<file path="src/rtl/time_disp_pkg.sv">
// Shared types and constants for the time display driver.
// FSM states, segment patterns, iteration count, shift-add-3 step.
package time_disp_pkg;

  typedef enum logic [1:0] {
    IDLE,
    CONV,
    LOAD
  } state_e;

  // gfedcba, active-high
  localparam logic [6:0] SEG_0     = 7'b0111111;
  localparam logic [6:0] SEG_1     = 7'b0000110;
  localparam logic [6:0] SEG_2     = 7'b1011011;
  localparam logic [6:0] SEG_3     = 7'b1001111;
  localparam logic [6:0] SEG_4     = 7'b1100110;
  localparam logic [6:0] SEG_5     = 7'b1101101;
  localparam logic [6:0] SEG_6     = 7'b1111101;
  localparam logic [6:0] SEG_7     = 7'b0000111;
  localparam logic [6:0] SEG_8     = 7'b1111111;
  localparam logic [6:0] SEG_9     = 7'b1101111;
  localparam logic [6:0] SEG_BLANK = 7'b0000000;

  localparam int ITERS = 6;

  // One double-dabble iteration on {tens,units,bin[5:0]}
  function automatic logic [13:0] dd_step(
    input logic [13:0] r
  );
    logic [13:0] t;
    t = r;
    if (t[13:10] >= 4'd5) t[13:10] = t[13:10] + 4'd3;
    if (t[9:6] >= 4'd5)   t[9:6]   = t[9:6] + 4'd3;
    return {t[12:0], 1'b0};
  endfunction

endpackage

</file>
<file path="src/rtl/seg7_decode.sv">
// BCD nibble to 7-segment pattern (gfedcba, active-high).
// bcd_i: 4b digit; seg_o: 7b pattern, blank for 10..15.
module seg7_decode
  import time_disp_pkg::*;
(
  input  logic [3:0] bcd_i,
  output logic [6:0] seg_o
);

  always_comb begin
    seg_o = SEG_BLANK;
    case (bcd_i)
      4'd0:    seg_o = SEG_0;
      4'd1:    seg_o = SEG_1;
      4'd2:    seg_o = SEG_2;
      4'd3:    seg_o = SEG_3;
      4'd4:    seg_o = SEG_4;
      4'd5:    seg_o = SEG_5;
      4'd6:    seg_o = SEG_6;
      4'd7:    seg_o = SEG_7;
      4'd8:    seg_o = SEG_8;
      4'd9:    seg_o = SEG_9;
      default: seg_o = SEG_BLANK;
    endcase
  end

endmodule

</file>
<file path="src/rtl/time_display_driver.sv">
// mm:ss binary-to-BCD converter driving a 4-digit muxed 7-seg display.
// Ports: clk, rst, second, minute in; seg, dig_sel, busy, done out.
module time_display_driver
  import time_disp_pkg::*;
#(
  parameter int SCAN_DIV       = 4,
  parameter bit SEG_ACTIVE_LOW = 1'b0
) (
  input  logic       clk,
  input  logic       rst,
  input  logic [5:0] second,
  input  logic [5:0] minute,
  output logic [6:0] seg,
  output logic [3:0] dig_sel,
  output logic       busy,
  output logic       done
);

  localparam int DW = $clog2(SCAN_DIV);
  localparam logic [DW-1:0] DIV_LAST = DW'(SCAN_DIV - 1);

  state_e            state_q, state_d;
  logic [5:0]        snap_s_q, snap_s_d;
  logic [5:0]        snap_m_q, snap_m_d;
  logic [13:0]       sh_s_q, sh_s_d;
  logic [13:0]       sh_m_q, sh_m_d;
  logic [2:0]        iter_q, iter_d;
  logic [3:0][3:0]   dig_q, dig_d;
  logic [DW-1:0]     div_q, div_d;
  logic [1:0]        idx_q, idx_d;
  logic [6:0]        seg_raw;
  logic              tc;

  always_comb begin
    state_d  = state_q;
    snap_s_d = snap_s_q;
    snap_m_d = snap_m_q;
    sh_s_d   = sh_s_q;
    sh_m_d   = sh_m_q;
    iter_d   = iter_q;
    dig_d    = dig_q;
    done     = 1'b0;
    unique case (state_q)
      IDLE: begin
        if ({second, minute} != {snap_s_q, snap_m_q}) begin
          snap_s_d = second;
          snap_m_d = minute;
          sh_s_d   = {8'd0, second};
          sh_m_d   = {8'd0, minute};
          iter_d   = 3'd0;
          state_d  = CONV;
        end
      end
      CONV: begin
        sh_s_d = dd_step(sh_s_q);
        sh_m_d = dd_step(sh_m_q);
        iter_d = iter_q + 3'd1;
        if (iter_q == 3'(ITERS - 1)) state_d = LOAD;
      end
      LOAD: begin
        dig_d   = {sh_m_q[13:10], sh_m_q[9:6],
                   sh_s_q[13:10], sh_s_q[9:6]};
        done    = 1'b1;
        state_d = IDLE;
      end
      default: state_d = IDLE;
    endcase
  end

  assign busy = (state_q != IDLE);

  // Scan runs free of the FSM
  assign tc    = (div_q == DIV_LAST);
  assign div_d = tc ? '0 : div_q + 1'b1;
  assign idx_d = tc ? idx_q + 2'd1 : idx_q;

  always_ff @(posedge clk) begin
    if (rst) begin
      state_q  <= IDLE;
      snap_s_q <= '0;
      snap_m_q <= '0;
      sh_s_q   <= '0;
      sh_m_q   <= '0;
      iter_q   <= '0;
      dig_q    <= '0;
      div_q    <= '0;
      idx_q    <= '0;
    end else begin
      state_q  <= state_d;
      snap_s_q <= snap_s_d;
      snap_m_q <= snap_m_d;
      sh_s_q   <= sh_s_d;
      sh_m_q   <= sh_m_d;
      iter_q   <= iter_d;
      dig_q    <= dig_d;
      div_q    <= div_d;
      idx_q    <= idx_d;
    end
  end

  seg7_decode u_dec (
    .bcd_i (dig_q[idx_q]),
    .seg_o (seg_raw)
  );

  assign seg     = SEG_ACTIVE_LOW ? ~seg_raw : seg_raw;
  assign dig_sel = SEG_ACTIVE_LOW ? ~(4'b0001 << idx_q)
                                  : (4'b0001 << idx_q);

endmodule

</file>
<file path="config.mk">
export PLATFORM = sky130hd
export DESIGN_NAME = time_display_driver
export DESIGN_NICKNAME = d
export VERILOG_FILES = /design/src/rtl/time_disp_pkg.sv /design/src/rtl/seg7_decode.sv /design/src/rtl/time_display_driver.sv
export SDC_FILE = /design/constraint.sdc
export NUM_CORES = 1
export LEC_CHECK = 0
export BUFFER_PORTS_ARGS = -buffer_cell sky130_fd_sc_hd__buf_4
export CAP_MARGIN = 10
export CORE_ASPECT_RATIO = 1.2
export CORE_MARGIN = 10
export CORE_UTILIZATION = 50
export DETAILED_ROUTE_END_ITERATION = 6
export HOLD_SLACK_MARGIN = 0.06
export PLACE_DENSITY = 0.72
export SLEW_MARGIN = 25
export SYNTH_ARGS = -nofsm -noshare
export SYNTH_HDL_FRONTEND = slang
export SYNTH_SLANG_ARGS = --single-unit
</file>
<file path="constraint.sdc">
create_clock -name clk -period 2.6 [get_ports clk]
set_clock_uncertainty 0.05 [all_clocks]
set_input_delay 0.13 -clock clk [delete_from_list [all_inputs] [get_ports clk]]
set_output_delay 0.13 -clock clk [all_outputs]
set_load 0.1 [all_outputs]
</file>
---- Word level (Yosys, flattened, before mapping) ----
Memories as Yosys holds them, arrays and structs flattened.
Cells that the tools add are included.
word-level totals
  register bits ........................... 65
  memory bits (read-only) ................. 112
  output and inout bits ................... 13
  word-level logic and storage cells ...... 56
  memories kept ........................... 1
cells by class
  add/sub/neg operators ................... 7
  $lt $le $gt $ge ......................... 5
  equality and inequality tests ........... 7
  shifts and indexed selects .............. 1
  multiplexer cells ....................... 16
  reductions and logical operators ........ 7
memories
  memory           words  bits a word  read ports  clocked after memory_dff  wr ports  RTL line           source
  (no name shown)  16     7            1           0                         0         seg7_decode.sv:12  case (bcd_i)
operator list
  operator             number
  $pmux 14 s2          2
  $mux 14              2
  $ge 4x3->1 const B   4
  $mux 4               3
  $ne 12x12->1         1
  $mux 3               3
  $add 4x2->4 const B  2
  $bmux 4 s2           1
  $add 3x2->3 const B  2
  $pmux 3 s2           1
  $reduce_and 2->1     3
  $add 2x1->2 const B  2
  $eq 2x2->1 const B   2
  $mux 2               2
  $ne 2x2->1 const B   2
  $pmux 2 s2           1
  $reduce_bool 2->1    2
  $shl 1x2->4 const A  1
  $add 3x1->3 const B  1
  $eq 3x3->1 const B   1
  $lt 2x3->1 const B   1
  $eq 2x1->1 const B   1
  $logic_not 2->1      1
  $reduce_or 2->1      1
  $mux 1               1

---- Depth between registers and ports, before layout ----
Gate-level depths: netlist of the first run.
  depth after elaboration ................. 3
  gate-level depth with buffers ........... 7
  depth with buffers taken out ............ 7

---- By module ----
A second synthesis of the first run with hierarchy kept.
second synthesis, totals
  cell total of the unflattened synthesis .. 397
  area total of the unflattened synthesis .. 3525.9 sq um
modules (own cells, without submodules)
  module               times used  cells each  area an instance (sq um)
  time_display_driver  1           369         3305.7
  seg7_decode          1           28          220.2

---- Least setup slack after synthesis of the first run ----
OpenSTA, ideal clock, no wires.
  path type ............................... reg-to-output
  start point ............................. register idx_q[0]
  end point ............................... output port seg[1]
  data arrival time ....................... 3.553 ns
  data required time ...................... 2.420 ns
  setup slack ............................. -1.133 ns
  stages on the path, launching flop included .. 6
  buffers on the path ..................... 1
  cell sequence ........................... dfxtp_1 -> buf_4 -> mux4_2 -> inv_1 -> ha_1 -> o21ai_0
on the way
  word-level cells in the longest chain between the ends .. 3
ends and longest elaborated chain
  what                          RTL line                    source
  start: declaration            time_display_driver.sv:30   logic [1:0] idx_q, idx_d;
  start signal: assignment      time_display_driver.sv:97   idx_q <= idx_d;
  $bmux 4 s2                    time_display_driver.sv:102  .bcd_i (dig_q[idx_q]),
  $mux 4 (implied by the code)  time_display_driver.sv:102
  $mem_v2 16x7                  --
  end: declaration              time_display_driver.sv:13   output logic [6:0] seg,
No other way between the ends. The select of a mux whose other input is x is not followed.

---- Worst setup path in the final report of the first run ----
  start point ............................. register idx_q[0]
  end point ............................... output port seg[5]
The elaborated chain is that of the path after synthesis.

==> out/results.ini, run 1 <==
[worst_setup_path]
cp_max_fo=7
worst_path_most_repeated_cell=inv_1
arrival_ns=2.30
path_delay_family=multiplexers
crit_chain=mux4_2, inv_1, ha_1, inv_1, o21a_1, o22ai_2, buf_6
critPathKind=reg2out
critPathLaunchType=flip-flop
crit_buf_inv=3
cpMaxStageDelayCell=mux4_2
cp.required_ns=2.42
max_stage_delay_ns=0.62
cp-end-kind=output port

[timing]
min_period_ns=2.48
setup_slack_ns=0.118
relSlewSlack_pct=45.8
hold_violations=0
fmax_mhz=403
worst_pin_slew_ns=0.813
finalMaxSlewViolations=0
finalCritPeriodShare_pct=95.5
tns_ns=0
fin_hold_ws_ns=0.143
rsz0062_at_grt=no
setup_violations=0

[status]
status=completed

[cells_and_area]
antenna_cells=0
area_growth_pct=18.2
final_nets=447
stdcell_count=501
layout-drive-gt1-share_pct=20.4
fillCellCount=588
multiInputGateArea_sq_mm=0.00187
regArea_sq_mm=0.00130
final_core_util_pct=61.0

[clock_tree]
insertion_delay_ns=0.34
cts_tree=built
clockRootBuffer=clkbuf_8
htree_levels=3
cts_buffer_depth=2
cts_sinks=65
path_clk_slew_ns=0.07
cts_made_buffers=9

[route]
firstDrtPassIters=4
drt-initial-drc-count=73
ant_nets=0
viasPerCell=5.53
vias=2771
routed_wl_um=7430
drc=0
avgRoutedWirePerCell_um=14.8

[grt]
grt_max_degree=39
grt_pass1_vias=2740
grt_usage_pct=14.8
overflow=0
grt_pass1_wl_um=12400
antenna_found_initial=0

[yosys]
synth_area_sq_mm=0.00335
synth_most_common_cell=dfxtp_1
synthTopCellsByArea=dfxtp_1, ha_1, xnor2_1
synth_edf_count=0
synth_top_area_share_pct=38.9
yosysWarnings=0
synthArstFlopShare_pct=0
synthFlopType=dfxtp_1
synth_common_cells=dfxtp_1, nand2_1, a21oi_1, inv_1, xnor2_1
syn-instance-count=374
synth_top_cell_by_area=dfxtp_1
avgSynthCellArea_sq_um=8.95
ys_seq_area_share_pct=38.9
yosysUniqueCellTypes=38
ys_ff_latch=65
synth_nets=409

[power]
powerDensity_mw_per_mm2=544
ir_drop_mv=0.520
p_leak_uw=0.00146

[run]
drv.max_cap_violation_count=0

[die]
core_sq_mm=0.00649
die_area_sq_mm=0.0104
die_h_um=110
initial_utilization_pct=51.6
pin_count=27
die_x_um=94.7
row_count=32

[placed_design]
place.gp.congestion=0.788
dp_hpwl_um=5140
pre_cts_ws_ns=0.423
io_buffers=26
dpl.cell_count=474

[worst_hold_path]
min_path_type=in2reg

[stage by stage]
stage                     total power (uW)  area, sq um
after floorplan                       1240         3380
after global placement                1300         3640
after detailed placement              1300         3640
after CTS                             2170         3950
after global routing                  2240         3960
final                                 2150         3960
[metal layers]
layer | part of all wire (%) | GRT usage [%]
met3 | 4.1 | 3.68
met1 | 43 | 16.0
met2 | 50 | 25.7
met4 | 2.7 | 8.46
met5 | 0 | 0
[power breakdown]
part	total, uW	internal, uW	switching (uW)
registers	1060	1030	27.8
clock network	856	487	369
logic	237	101	136
[path summary, 6_finish.rpt]
kind         slack, ns        start  cells past startpoint           to
max reg2reg       0.56  snap_s_q[2]                      5    sh_m_q[1]
min reg2reg       0.38     div_q[0]                      1     div_q[0]
min               0.14          rst                      2  snap_m_q[2]
max               0.12     idx_q[0]                      7       seg[5]
[layout by cell type (no fill, tap or decap), drive strengths merged]
cell,n
dfxtp,65
nand2,47
a21oi,39
buf,35
inv,24
xnor2,22
ha,21
nor2,20
o21ai,20
nand3,14
dlygate4sd3,12
clkbuf,12
o32ai,11
a211oi,9
o22ai,9
nand2b,7
mux2i,7
or2,5
a31oi,5
o221a,5
mux4,4
nand4,4
or3,3
o31ai,3
nor3b,3
nor3,3
clkinv,3
o21a,1
nor2b,1
a21o,1
bufinv,1
[area by class of cell]
class / count / share of cell area (%)
timing repair buffer: 47 / 9.77
tap: 85 / 2.69
sequential: 65 / 32.9
clock buffer: 12 / 3.92
multi-input combinational: 264 / 47.4
clock inverter: 3 / 1.01
inverter: 25 / 2.37
[registers in the layout, indices dropped and copies added (netlist names)]
signal    count
idx_q         2
state_q       2
sh_m_q       14
iter_q        3
sh_s_q       14
snap_m_q      6
dig_q        16
snap_s_q      6
div_q         2
[timing repair]
| item | CTS | global route |
|---|---|---|
| buffers inserted | 0 | 0 |
| gates resized for setup | 0 | 1 |
| endpoints found under the hold margin | 16 | 0 |
| endpoints found under the setup margin | 0 | 1 |
| hold buffers | 12 | 0 |
[logic make-up after synthesis]
logic type | share of synthesized area (%)
and+or+nand+nor | 14.8
AOI/OAI and AO/OA | 21.8
DFF | 38.9
buffers and inverters | 6.09
xor gates and xnor gates | 5.76
adders and majority gates | 7.85
muxes | 4.79
(Power assumes the default switching activity.)
==> run 2: changes to the inputs <==
--- a/config.mk
+++ b/config.mk
@@ -5,14 +5,14 @@
 export SDC_FILE = /design/constraint.sdc
 export NUM_CORES = 1
 export LEC_CHECK = 0
-export BUFFER_PORTS_ARGS = -buffer_cell sky130_fd_sc_hd__buf_4
 export CAP_MARGIN = 10
 export CORE_ASPECT_RATIO = 1.2
 export CORE_MARGIN = 10
 export CORE_UTILIZATION = 50
 export DETAILED_ROUTE_END_ITERATION = 6
+export DONT_BUFFER_PORTS = 1
 export HOLD_SLACK_MARGIN = 0.06
-export PLACE_DENSITY = 0.72
+export PLACE_DENSITY = 0.69
 export SLEW_MARGIN = 25
 export SYNTH_ARGS = -nofsm -noshare
 export SYNTH_HDL_FRONTEND = slang
==> out/results.ini, run 2 (synthesis results as in run 1) <==
[clock_tree]
htree_levels=3
path_clk_slew_ns=0.07
cts_made_buffers=9
cts_tree=built
insertion_delay_ns=0.35
clockRootBuffer=clkbuf_8
cts_setup_buffers=0
cts_buffer_depth=2
cts_sinks=65

[worst_setup_path]
rr_endpoint=sh_m_q[1]
worst_path_most_repeated_cell=inv_1
arrival_ns=2.28
cp_max_fo=8
max_stage_delay_ns=0.60
cp.required_ns=2.42
reg2reg_depth=5
cp-end-kind=output port
cpMaxStageDelayCell=mux4_2
crit_chain=mux4_2, inv_1, ha_1, inv_1, o21a_1, o22ai_2, buf_12
critPathLaunchType=flip-flop
reg2reg_slack_ns=0.57
reg2reg_from=snap_s_q[3]
critPathKind=reg2out

[placed_design]
dpl.cell_count=457
dp_hpwl_um=4910
io_buffers=0
place_area_sq_mm=0.00353
pre_cts_ws_ns=0.285
place.gp.congestion=0.780

[cells_and_area]
layout-drive-gt1-share_pct=17.7
final_cell_mix=dfxtp_1, nand2_1, a21oi_1
regMostFlops=dig_q
layout_commonest_cell=dfxtp_1
antenna_cells=0
reg_top3=dig_q (16), sh_m_q (14), sh_s_q (14)
area_growth_pct=15.1
final_nets=431
design_area_sq_mm=0.00385
largest_reg_flops=16
stdcell_count=486

[route]
routed_wl_um=7330
firstDrtPassIters=4
drc=0
met2WireLength_um=3640
wl_met3_um=453
avgRoutedWirePerCell_um=15.1
viasPerCell=5.57
drt-met1-wl_um=3120
vias=2708
drt-initial-drc-count=168
routed.top_layer=met4
ant_nets=0

[die]
pin_count=27
die_h_um=110
initial_utilization_pct=51.6
die_x_um=94.7
core_sq_mm=0.00649
row_count=32
die_area_sq_mm=0.0104

[timing]
finalMaxSlewViolations=0
rsz0062_at_grt=no
tns_ns=0
setup_violations=0
min_period_ns=2.46
finalCritPeriodShare_pct=94.8
setup_slack_ns=0.135
fin_hold_ws_ns=0.0971
relSlewSlack_pct=47.8
worst_pin_slew_ns=0.783
fmax_mhz=406
hold_violations=0

[grt]
grt_pass1_wl_um=12600
grt_pass1_vias=2707
overflow=0
grt_usage_pct=14.9
antenna_found_initial=0
grt_max_degree=66

[power]
powerDensity_mw_per_mm2=529
ir_drop_mv=0.402
p_leak_uw=0.00139

[worst_hold_path]
min-delay-start=rst
hold_path_depth=2
min_path_type=in2reg
min_to=idx_q[0]

[status]
status=completed

[run]
drv.max_cap_violation_count=0

## run 2: changes by cell type in the layout (fill, tap and decap cells not counted)
| cell | before | now |
|---|---|---|
| dfxtp_1 | 65 | 64 |
| o21ai_1 | 1 | 0 |
| clkinv_2 | 2 | 3 |
| dfxtp_4 | 0 | 1 |
| buf_6 | 1 | 0 |
| o21ai_2 | 2 | 3 |
| buf_12 | 0 | 1 |
| buf_16 | 0 | 1 |
| buf_4 | 34 | 17 |
| clkbuf_1 | 1 | 2 |
| bufinv_16 | 1 | 0 |
## run 2: area by class of cell
class | count | area [sq um]
inverters | 25 | 93.8
well taps | 85 | 106
fillers | 572 | 2630
clock buffers | 13 | 159
multi-input cells | 264 | 1880
repair buffers | 31 | 295
flip-flops and latches | 65 | 1310
clock inverters | 3 | 15.0
## run 2: how the worst max path moves through the flow
stage                     startpoint     end
after detailed placement    idx_q[0]  seg[5]
final                       idx_q[0]  seg[5]
after global routing        idx_q[0]  seg[5]
after global placement      idx_q[0]  seg[5]
after CTS                   idx_q[0]  seg[5]
after floorplan             idx_q[0]  seg[1]
## run 2: repair_timing
| item | in CTS | in global routing |
|---|---|---|
| endpoints found under the setup margin | 5 | 1 |
| gates resized for setup | 1 | 1 |
| hold endpoints to repair | 65 | 0 |
| hold buffers | 13 | 0 |
## run 2: metrics by stage
step           power, uW  util [%]
2_1_floorplan       1240         -
3_3_place_gp        1250      54.4
3_5_place_dp        1260      54.4
4_1_cts             2050      59.4
5_1_grt             2120      59.4
6_report            2040      59.4
## run 2: critical path: cells and delay by family, from the launching register on
| kind | cells | cell delay, ns |
|---|---|---|
| DFF | 1 | 0.42 |
| adders and majority gates | 1 | 0.15 |
| AOI/OAI and AO/OA | 2 | 0.36 |
| muxes | 1 | 0.60 |
| buffers and inverters | 3 | 0.40 |
## run 2: routing by layer
| metal | GRT usage, % | up-vias |
|---|---|---|
| met2 | 25.6 | 58 |
| met1 | 16.7 | 1280 |
| met5 | 0 | - |
| met4 | 5.78 | 0 |
| li1 | - | 1356 |
| met3 | 4.91 | 14 |
## run 2: where the power goes
group | internal [uW] | leakage, uW | switching, uW
logic | 88.6 | 0.000768 | 123
registers | 1030 | 0.000531 | 29.5
clock network | 394 | 0.0000932 | 369
==> run 3: changes to the inputs <==
--- a/config.mk
+++ b/config.mk
@@ -5,7 +5,8 @@
 export SDC_FILE = /design/constraint.sdc
 export NUM_CORES = 1
 export LEC_CHECK = 0
-export CAP_MARGIN = 10
+export ABC_AREA = 1
+export CAP_MARGIN = 20
 export CORE_ASPECT_RATIO = 1.2
 export CORE_MARGIN = 10
 export CORE_UTILIZATION = 50
==> out/results.ini, run 3 <==
[status]
status=completed

[yosys]
synth_top_cell_by_area=dfxtp_1
yosysWarnings=0
syn-instance-count=449
synthFlopType=dfxtp_1
synth_edf_count=0
synth_top_area_share_pct=39.5
ys_ff_latch=65
synth_most_common_cell=nand2_1
synth_area_sq_mm=0.00329
avgSynthCellArea_sq_um=7.34
synth_nets=484
synthTopCellsByArea=dfxtp_1, nand2_1, ha_1
ys_seq_area_share_pct=39.5
synthArstFlopShare_pct=0
yosysUniqueCellTypes=27
synth_common_cells=nand2_1, dfxtp_1, a21oi_1, o21ai_0

[clock_tree]
cts_buffer_depth=2
htree_levels=3
cts_made_buffers=9
cts_setup_buffers=0
insertion_delay_ns=0.34
cts_sinks=65
clockRootBuffer=clkbuf_8
path_clk_slew_ns=0.07
cts_tree=built

[worst_setup_path]
cp.required_ns=2.42
critPathLaunchType=flip-flop
cp_max_fo=8
cpMaxStageDelayCell=dfxtp_1
critPathKind=reg2out
cp-end-kind=output port
reg2reg_slack_ns=0.20
worst_path_most_repeated_cell=inv_1
crit_chain=inv_1, a32oi_2, inv_1, ha_1, inv_1, o21ai_0, nand2_1, nand2_1, buf_12
max_stage_delay_ns=0.42
arrival_ns=2.23

[grt]
grt_pass1_wl_um=12100
grt_max_degree=37
antenna_found_initial=0
grt_pass1_vias=2789
overflow=0
grt_usage_pct=14.2

[placed_design]
dp_hpwl_um=4760
place_area_sq_mm=0.00347
io_buffers=0
place.gp.congestion=0.821

[die]
die_h_um=109
row_count=32
core_sq_mm=0.00641
initial_utilization_pct=51.4
pin_count=27
die_area_sq_mm=0.0102
die_x_um=94.1

[cells_and_area]
multiInputGateArea_sq_mm=0.00173
fillCellCount=577
area_growth_pct=18.4
final_cell_mix=nand2_1, dfxtp_1, a21oi_1
final_core_util_pct=60.9
regMostFlops=dig_q
design_area_sq_mm=0.00390
regArea_sq_mm=0.00131
reg_top3=dig_q (16), sh_m_q (14), sh_s_q (14)
largest_reg_flops=16
antenna_cells=0
layout-drive-gt1-share_pct=10.2
final_nets=509
layout_commonest_cell=nand2_1

[timing]
relSlewSlack_pct=41.7
hold_violations=0
finalMaxSlewViolations=0
worst_pin_slew_ns=0.873
min_period_ns=2.41
fin_hold_ws_ns=0.361
rsz0062_at_grt=no
setup_violations=0
fmax_mhz=415
finalCritPeriodShare_pct=92.7
tns_ns=0

[power]
p_leak_uw=0.00160
ir_drop_mv=0.398
powerDensity_mw_per_mm2=644

[route]
firstDrtPassIters=5
drc=0
routed_wl_um=6940
ant_nets=0
viasPerCell=5.19
vias=2928
drt-initial-drc-count=188
avgRoutedWirePerCell_um=12.3

[worst_hold_path]
min_path_type=in2reg

[run]
drv.max_cap_violation_count=0

[run 3: cell count changes in the layout (fill, tap and decap cells not counted), moves of 11 or more]
cell and delta:
a21oi_1 +11, nand2_1 +32, inv_1 +24, xnor2_1 -15, nand3_1 +32, o21ai_0 +30
[run 3: final timing paths]
path | start | end | depth (start not counted)
max | idx_q[1] | seg[3] | 9
min | minute[0] | snap_m_q[2] | 6
min reg2reg | div_q[0] | div_q[0] | 1
max reg2reg | snap_s_q[0] | snap_s_q[1] | 10
[run 3: cell families (layout without fill, tap and decap cells)]
group           Yosys count  after routing  synth area share, %
simple gates            168            168                 22.0
compound gates          118            118                 19.7
buf+inv                  68             98                 8.43
flops                    65             65                 39.5
fa+ha+maj                21             21                 7.98
xor+xnor                  9              9                 2.39
[run 3: repair_timing]
item                       4_1_cts  5_1_grt
gates resized for setup          0        3
hold endpoints to repair        41        0
hold buffers                    18        0
setup endpoints to repair        0        5
[run 3: worst max-delay path: cells and delay by family, from the launching register on]
family	cells	cell delay (ns)
buffers and inverters	4	0.55
AO/OA/AOI/OAI	2	0.46
flip-flops	1	0.42
adder cells (fa/ha/maj)	1	0.30
AND/OR/NAND/NOR	2	0.17
[run 3: where the power goes]
group          switching, uW  internal [uW]
clock                    366            575
combinational            349            160
sequential              27.5           1040
total                    743           1770
[run 3: layer usage]
metal  part of all wire, %  up-vias  GRT usage, %
met4                   2.2        0          7.61
li1                      -     1537             -
met2                    49       45          24.7
met3                   4.8       13          3.23
met1                    44     1333          15.9
met5                     0        -             0
[run 3: area by class of cell]
| cell class | count | share of cell area (%) |
|---|---|---|
| inverter | 47 | 4.52 |
| sequential | 65 | 33.5 |
| tap | 85 | 2.73 |
| clock buffer | 15 | 5.04 |
| timing repair buffer | 35 | 9.11 |
| multi-input combinational | 316 | 44.4 |
| clock inverter | 1 | 0.770 |
[run 3: through the flow]
step | cells | worst slack, ns | total power [uW]
after global placement | 530 | 0.440 | 1550
after CTS | 564 | 0.0299 | 2530
after detailed placement | 530 | 0.393 | 1560
after global routing | 564 | 0.00283 | 2620
final | 564 | 0.189 | 2510
after floorplan | 449 | 0.215 | 1460
